$ cat config.mk
export PLATFORM = sky130hd
export DESIGN_NAME = morse_stream_decoder
export DESIGN_NICKNAME = d
export VERILOG_FILES = /design/src/rtl/morse_pkg.sv /design/src/rtl/morse_lut.sv /design/src/rtl/morse_stream_decoder.sv
export SDC_FILE = /design/constraint.sdc
export NUM_CORES = 1
export LEC_CHECK = 0
export ABC_AREA = 1
export CAP_MARGIN = 25
export CORE_MARGIN = 2
export CORE_UTILIZATION = 50
export DETAILED_ROUTE_END_ITERATION = 12
export GPL_TIMING_DRIVEN = 0
export PLACE_DENSITY = 0.83
export SYNTH_ARGS = -nofsm -noshare
export SYNTH_HDL_FRONTEND = slang
export SYNTH_SLANG_ARGS = --single-unit
$ cat constraint.sdc
create_clock -name Clock -period 3.3 [get_ports Clock]
set_input_delay 0.66 -clock Clock [delete_from_list [all_inputs] [get_ports Clock]]
set_output_delay 0.66 -clock Clock [all_outputs]
set_load 0.005 [all_outputs]
$ cat src/rtl/morse_pkg.sv
// morse_pkg: shared symbol codes, ASCII constants and FSM state type for the Morse decoder
package morse_pkg;
  localparam logic [1:0] SYM_DOT  = 2'b01;
  localparam logic [1:0] SYM_DASH = 2'b11;
  localparam logic [1:0] SYM_LGAP = 2'b00;
  localparam logic [1:0] SYM_WGAP = 2'b10;
  localparam logic [7:0] ASCII_SPACE = 8'd32;
  localparam logic [7:0] ASCII_QMARK = 8'd63;
  typedef enum logic [1:0] {IDLE, COLLECT, EMIT, EMIT_SPACE} state_t;
endpackage

$ cat src/rtl/morse_lut.sv
// morse_lut: left-aligned packed Morse code to ASCII; digits 0-9 added when MORSE_DIGITS_EN is defined
module morse_lut import morse_pkg::*; #(
  parameter int MAX_SYMBOLS = 5,
  parameter logic [7:0] UNKNOWN_CHAR = ASCII_QMARK
) (
  input  logic [2*MAX_SYMBOLS-1:0] code,
  output logic [7:0]               ascii
);
  if (MAX_SYMBOLS < 4 || MAX_SYMBOLS > 8) begin : g_range
    $error("morse_lut: MAX_SYMBOLS must be 4..8");
  end
`ifdef MORSE_DIGITS_EN
  if (MAX_SYMBOLS < 5) begin : g_digits
    $error("morse_lut: MORSE_DIGITS_EN needs MAX_SYMBOLS >= 5");
  end
`endif
  // Normalise to an 8-symbol field so the tables are independent of MAX_SYMBOLS.
  logic [15:0] c;
  assign c = 16'(code) << (16 - 2*MAX_SYMBOLS);
  always_comb begin
    ascii = UNKNOWN_CHAR;
    if (c[7:0] == 8'd0)
      case (c[15:8])
        8'b0111_0000: ascii = 8'd65;
        8'b1101_0101: ascii = 8'd66;
        8'b1101_1101: ascii = 8'd67;
        8'b1101_0100: ascii = 8'd68;
        8'b0100_0000: ascii = 8'd69;
        8'b0101_1101: ascii = 8'd70;
        8'b1111_0100: ascii = 8'd71;
        8'b0101_0101: ascii = 8'd72;
        8'b0101_0000: ascii = 8'd73;
        8'b0111_1111: ascii = 8'd74;
        8'b1101_1100: ascii = 8'd75;
        8'b0111_0101: ascii = 8'd76;
        8'b1111_0000: ascii = 8'd77;
        8'b1101_0000: ascii = 8'd78;
        8'b1111_1100: ascii = 8'd79;
        8'b0111_1101: ascii = 8'd80;
        8'b1111_0111: ascii = 8'd81;
        8'b0111_0100: ascii = 8'd82;
        8'b0101_0100: ascii = 8'd83;
        8'b1100_0000: ascii = 8'd84;
        8'b0101_1100: ascii = 8'd85;
        8'b0101_0111: ascii = 8'd86;
        8'b0111_1100: ascii = 8'd87;
        8'b1101_0111: ascii = 8'd88;
        8'b1101_1111: ascii = 8'd89;
        8'b1111_0101: ascii = 8'd90;
        default: ascii = UNKNOWN_CHAR;
      endcase
`ifdef MORSE_DIGITS_EN
    if (c[5:0] == 6'd0)
      case (c[15:6])
        10'b11_11_11_11_11: ascii = 8'd48;
        10'b01_11_11_11_11: ascii = 8'd49;
        10'b01_01_11_11_11: ascii = 8'd50;
        10'b01_01_01_11_11: ascii = 8'd51;
        10'b01_01_01_01_11: ascii = 8'd52;
        10'b01_01_01_01_01: ascii = 8'd53;
        10'b11_01_01_01_01: ascii = 8'd54;
        10'b11_11_01_01_01: ascii = 8'd55;
        10'b11_11_11_01_01: ascii = 8'd56;
        10'b11_11_11_11_01: ascii = 8'd57;
        default: ;
      endcase
`endif
  end
endmodule

$ cat src/rtl/morse_stream_decoder.sv
// morse_stream_decoder: Morse symbol stream to ASCII bytes over valid/ready handshakes
// Optional digit decoding is enabled by defining MORSE_DIGITS_EN.
module morse_stream_decoder import morse_pkg::*; #(
  parameter int MAX_SYMBOLS = 5,
  parameter logic [7:0] UNKNOWN_CHAR = ASCII_QMARK
) (
  input  logic       Clock,
  input  logic       Reset,
  input  logic       SymValid,
  input  logic [1:0] SymCode,
  output logic       SymReady,
  output logic       CharValid,
  output logic [7:0] CharOut,
  input  logic       CharReady,
  output logic       OverflowErr
);
  localparam int CW = $clog2(MAX_SYMBOLS + 1);
  localparam int W = 2*MAX_SYMBOLS;
  localparam logic [CW-1:0] MAXC = CW'(MAX_SYMBOLS);
  state_t state, state_n;
  logic [CW-1:0] count, count_n;
  logic [W-1:0] sr, sr_n;
  logic [7:0] char_q, char_n, lut_char;
  logic ovf, ovf_n, pend, pend_n, last_sp, last_sp_n, eovf, eovf_n;
  logic sym_xfer, chr_xfer;
  morse_lut #(.MAX_SYMBOLS(MAX_SYMBOLS), .UNKNOWN_CHAR(UNKNOWN_CHAR)) u_lut (.code(sr), .ascii(lut_char));
  assign CharValid = state == EMIT || state == EMIT_SPACE;
  assign SymReady = !CharValid;
  assign CharOut = char_q;
  assign OverflowErr = state == EMIT && CharReady && eovf;
  assign sym_xfer = SymValid && SymReady;
  assign chr_xfer = CharValid && CharReady;
  always_ff @(posedge Clock) begin
    if (Reset) begin
      state <= IDLE;
      count <= '0;
      sr <= '0;
      ovf <= 1'b0;
      pend <= 1'b0;
      last_sp <= 1'b1;
      char_q <= 8'd0;
      eovf <= 1'b0;
    end else begin
      state <= state_n;
      count <= count_n;
      sr <= sr_n;
      ovf <= ovf_n;
      pend <= pend_n;
      last_sp <= last_sp_n;
      char_q <= char_n;
      eovf <= eovf_n;
    end
  end
  always_comb begin
    state_n = state;
    count_n = count;
    sr_n = sr;
    ovf_n = ovf;
    pend_n = pend;
    last_sp_n = last_sp;
    char_n = char_q;
    eovf_n = eovf;
    case (state)
      IDLE, COLLECT: if (sym_xfer) begin
        if (SymCode == SYM_DOT || SymCode == SYM_DASH) begin
          // Slot[count] counted from the MSB end; extra symbols only mark overflow.
          if (count < MAXC) begin
            sr_n = sr | ({SymCode, {(W-2){1'b0}}} >> {count, 1'b0});
            count_n = count + CW'(1);
          end else ovf_n = 1'b1;
          state_n = COLLECT;
        end else if (count != '0) begin
          char_n = ovf ? UNKNOWN_CHAR : lut_char;
          eovf_n = ovf;
          count_n = '0;
          sr_n = '0;
          ovf_n = 1'b0;
          pend_n = SymCode == SYM_WGAP;
          state_n = EMIT;
        end else if (SymCode != SYM_LGAP && !last_sp) begin
          char_n = ASCII_SPACE;
          state_n = EMIT_SPACE;
        end
      end
      EMIT: if (chr_xfer) begin
        last_sp_n = 1'b0;
        eovf_n = 1'b0;
        pend_n = 1'b0;
        char_n = pend ? ASCII_SPACE : char_q;
        state_n = pend ? EMIT_SPACE : IDLE;
      end
      EMIT_SPACE: if (chr_xfer) begin
        last_sp_n = 1'b1;
        state_n = IDLE;
      end
      default: state_n = IDLE;
    endcase
  end
endmodule

[Yosys cells after proc, flatten, opt, wreduce, memory -nomap -nowiden]
Cells that the tools add are included.
Storage, ports and cells
  register bits after elaboration: 27
  bits of input ports: 6
  output and inout bits: 11
  word-level logic and storage cells: 115
Operators by class
  add/sub/neg operators: 1
  $lt $le $gt $ge: 1
  eq/ne operators: 42
  shift-type cells: 1
  muxes and demuxes: 38
  bitwise logic cells: 1
  reduce and logical (&&, ||, !) cells: 23
Operator list (count)
  $pmux 7 s26: 1
  $eq 8x7->1 const B: 13
  $eq 8x8->1 const B: 13
  $mux 8: 7
  $mux 10: 3
  $pmux 8 s2: 1
  $mux 2: 7
  $ne 2x2->1 const B: 7
  $reduce_and 4->1: 3
  $mux 1: 11
  $or 10x10->10: 1
  $shr 10x4->10: 1
  $mux 3: 3
  $eq 2x2->1 const B: 4
  $logic_not 8->1: 1
  $reduce_bool 2->1: 4
  $mux 7: 1
  $pmux 1 s2: 3
  $pmux 2 s3: 1
  $reduce_and 6->1: 1
  $logic_and 1x1->1: 5
  $reduce_and 5->1: 1
  $eq 2x1->1 const B: 2
  $ne 4x4->1 const B: 1
  other kinds (10): 12

[Longest topological paths before layout]
Gate-level depths: netlist (run 1).
  word-level depth: 8
  gate-level depth with buffers: 12
  depth with buffers taken out: 12

[Cells and area by module]
Synthesis (run 1) repeated with hierarchy kept, for this count alone.
Unflattened totals
  cells, all modules: 327
  area total of the unflattened synthesis: 1961.9 um^2
By module, submodules not included
  morse_stream_decoder: times used 1, cells each 195, area each 1370.1 um^2, sequential area each 540.5 um^2
  morse_lut: times used 1, cells each 132, area each 591.8 um^2, sequential area each 0.0 um^2

[Least setup slack after synthesis (run 1)]
No wires, ideal clock.
  path type: input to register
  start point: in SymCode[0]
  end point: reg sr[3]
  library setup time: 0.070 ns
  arrival time: 1.540 ns
  data required time: 3.230 ns
  slack: 1.691 ns
  cell stages on the path: 10
  path buffers: 1
  cells stage by stage: inv_2 -> nor3_2 -> a21oi_2 -> nand2_2 -> nand2_4 -> inv_6 -> nand2_4 -> nand2_4 -> buf_6 -> a21oi_1
On the way
  cells in the longest elaborated chain, start to end: 4
  elaborated cells between the ends (all ways): 7
  those cells by class: 3 x eq/ne; 1 x mux; 3 x reduce/logical
RTL lines
  start: declaration: line morse_stream_decoder.sv:10  | input logic [1:0] SymCode,
  $eq 2x1->1 or $eq 2x2->1 (tied branches): line morse_stream_decoder.sv:65  | if (SymCode == SYM_DOT || SymCode == SYM_DASH) begin
  $logic_or 1x1->1 *: line morse_stream_decoder.sv:65
  $ne 2x1->1 (no line) or $reduce_bool 2->1 (tied branches)
  $reduce_and 4->1 (no line)
  end signal: assignment: line morse_stream_decoder.sv:46  | sr <= sr_n;
  end: declaration: line morse_stream_decoder.sv:22  | logic [W-1:0] sr, sr_n;
Every way passes the cells marked *; elsewhere a longest branch is shown, timed or not.
A chain may end at the register's enable or synchronous reset.

[Final worst setup path (run 1)]
  start point: in CharReady
  end point: out OverflowErr
On the way
  cells in the longest elaborated chain, start to end: 2
RTL lines
  start: declaration: line morse_stream_decoder.sv:14  | input logic CharReady,
  $logic_and 1x1->1 (2 in a row): line morse_stream_decoder.sv:30  | assign OverflowErr = state == EMIT && CharReady && eovf;
  end: declaration: line morse_stream_decoder.sv:15  | output logic OverflowErr
Every way passes these cells.

==> results of run 1 <==
[layout make-up]
type	count	area (µm²)	area share, %
buffer	4	30.0	1.52
tap	46	57.6	2.91
clock buffer	3	22.5	1.14
sequential	26	520	26.3
multi-input combinational	203	1050	53.1
clock inverter	1	30.0	1.52
inverter	33	129	6.51
timing repair buffer	14	140	7.08
[through the flow]
stage | util (%) | power [W] | hold WS [ps] | area, µm²
global placement | 57.8 | 0.000502 | 449 | 1930
global route | 59.4 | 0.000754 | 504 | 1980
detailed placement | 57.8 | 0.000505 | 448 | 1930
finish | 59.4 | 0.000724 | 468 | 1980
floorplan | - | 0.000458 | 431 | 1730
CTS | 59.4 | 0.000727 | 469 | 1980
[critical path: stages]
cell and delay (ps):
clkdlybuf4s50_1 450, nand2_1 70, nor3_1 140, clkdlybuf4s50_1 520
[state kept, by name, indices dropped and copies added, names as in the netlist]
register  flops
state         2
eovf          1
pend          1
count         3
sr           10
last_sp       1
ovf           1
CharOut       7
[routing by layer]
metal	wire, µm	share of wire (%)	GRT usage [%]	up-vias
met5	0	0	0	-
met2	1780	47	37.6	43
met1	1750	47	25.8	744
li1	-	-	-	891
met4	44	1.2	7.78	0
met3	188	5.0	3.96	5
[cells by family (layout without fill, tap and decap cells)]
logic type | after synthesis | in the layout
AOI/OAI and AO/OA | 36 | 36
adders and majority gates | 2 | 2
buffers and inverters | 37 | 55
DFF | 26 | 26
other | 1 | 1
and+or+nand+nor | 164 | 164
[cell usage in the layout (no fill, tap or decap), drive strengths merged]
cell           instances
clkdlybuf4s50         14
a211oi                 3
conb                   1
nand4                  3
dfxtp                 26
o21ai                  7
bufinv                 1
nand3                 19
nor2                  44
and2                   1
a31oi                  3
a21oi                 21
o211ai                 1
inv                   33
clkbuf                 4
buf                    3
nor3                   8
o21a                   1
ha                     2
nand2                 89
[power groups by stage]
stage / Clock (W) / Combinational [W] / Sequential (W)
after global routing: 0.000234 / 0.000169 / 0.000352
after global placement: 0 / 0.000147 / 0.000355
after detailed placement: 0 / 0.000150 / 0.000355
final: 0.000226 / 0.000150 / 0.000349
after CTS: 0.000227 / 0.000150 / 0.000349
after floorplan: 0 / 0.000104 / 0.000354
[worst paths after layout]
kind	startpoint	end	slack, ps	cells after the start
worst max-delay path	CharReady	OverflowErr	790	4
worst min register to register	pend	pend	470	2
worst min-delay path	pend	pend	470	2
worst max register to register	count[0]	ovf	1450	11
==> impl_metrics.json, run 1 <==
{
  "status": "finished, final reports clean",
  "cp-start-kind": "input pin",
  "firstDrtPassIters": 5,
  "cts_tree": "done",
  "hold_viol": 0,
  "setup_ws_ps": 793,
  "nets": 293,
  "finalClockSkew_ps": 6.82,
  "synthArstFlopShare_pct": 0,
  "synthMuxAreaShare_pct": 0,
  "final_cells": 330,
  "netlist_instances": 266,
  "drive_above_1_share_pct": 18.0,
  "wirelength_um": 3770,
  "gr-usage-all-layers_pct": 21.4,
  "clock_latency_ps": 340,
  "p_clk_share_pct": 31.1,
  "place_ws_ps": 801,
  "post_cts_buffers": 0,
  "antenna_cells": 0,
  "rsz0062_at_grt": "false",
  "antenna_found_initial": 0,
  "numPlacedInstances": 326,
  "start_util_pct": 51.9,
  "synth_area_leader_cell": "dfxtp_1",
  "synth_top_family_by_area": "simple AND/OR/NAND/NOR gates",
  "drtAntennaViolNets": 0,
  "cts_buffers": 3,
  "synth_xor_area_share_pct": 0,
  "synthFlopType": "dfxtp_1",
  "fill_cells": 320,
  "cp.arrival_ps": 1850,
  "synth.most_common_cell": "nand2_1",
  "synthTopCellsByCount": "76 x nand2_1, 35 x nor2_1, 26 x dfxtp_1, 26 x inv_1, 18 x nand3_1",
  "worst_ir_drop_vdd_mv": 0.253,
  "port_buffers": 14,
  "internal_power_w": 0.000519,
  "clock.fmax_ghz": 0.399,
  "grt_max_degree": 16,
  "io_pins": 17,
  "die_h_um": 62.8,
  "end_kind": "output port",
  "synth_area_per_cell_um2": 6.51,
  "ys_warn_count": 0,
  "hp-class": "reg -> reg",
  "synth_cell_types": 29,
  "dieArea_um2": 3950,
  "grt_pass1_vias": 1610,
  "p_per_area_nw_per_um2": 366,
  "power_leakage_nw": 0.887,
  "p_sw_share_pct": 28.4,
  "num_rows": 21,
  "fin_crit_ps": 2510,
  "synth_adder_area_share_pct": 1.45,
  "cts_resized": 0,
  "combPwrFrac_pct": 20.7,
  "synth_area_um2": 1730,
  "root_buffer": "clkbuf_4",
  "critPathMaxFanout": 3,
  "synth_fp_nets": 274,
  "cts.path.max_buffers": 2,
  "detail_route.vias_per_cell": 5.10,
  "tns_ps": 0,
  "crit_required_ps": 2640,
  "synth_compound_area_share_pct": 13.7,
  "fin_crit_sh_pct": 76.0,
  "synth_area_leaders": "dfxtp_1 30%, nand2_1 16%, nor2_1 7.6%",
  "gp_congestion": 0.897,
  "cts_sinks": 26,
  "yosysSeqAreaShare_pct": 30.1,
  "wl_per_cell_um": 11.4,
  "final-setup-viol-count": 0,
  "p_sw_w": 0.000206,
  "synth_top_area_share_pct": 30.1,
  "area.growth.synth_to_final_pct": 14.5,
  "worst_slew_pin_slew_ps": 728,
  "htree_levels": 1,
  "clkTransAtPathRegs_ps": 140,
  "via_count": 1683,
  "synth_edf_count": 0,
  "relSlewSlack_pct": 51.1,
  "die_w_um": 62.8,
  "drc_errors": 0,
  "yosys_register_bits": 26,
  "synth-simple-area-share_pct": 45.3,
  "ctsHoldBuffers": 0,
  "dp_hpwl_um": 2930,
  "grt_overflow": 0,
  "grt_pass1_wl_um": 6880,
  "first_iter_violations": 154,
  "maxCapViolCount": 0,
  "core-area_um2": 3340,
  "critPathKind": "in -> out",
  "report.final.slew_viol_count": 0,
  "seq_power_share_pct": 48.2
}
Power figures use the tool's default switching activity.
==> inputs of run 2 (changes only) <==
- clock period: 3.3 -> 2.5 ns (I/O delays scaled with it)
==> results of run 2 <==
Same layout as run 1 (identical final DEF). Status: finished, final reports clean.
Main changes from that run: setup slack after placement 801 ps -> 250 ps; setup slack after layout 793 ps -> 313 ps; hold slack 468 ps -> 408 ps; register-to-register setup slack 1450 ps -> 650 ps; end point of the worst hold path pend -> CharOut[5]; total power 0.000724 W -> 0.000956 W; worst IR drop on VDD 0.253 mV -> 0.333 mV
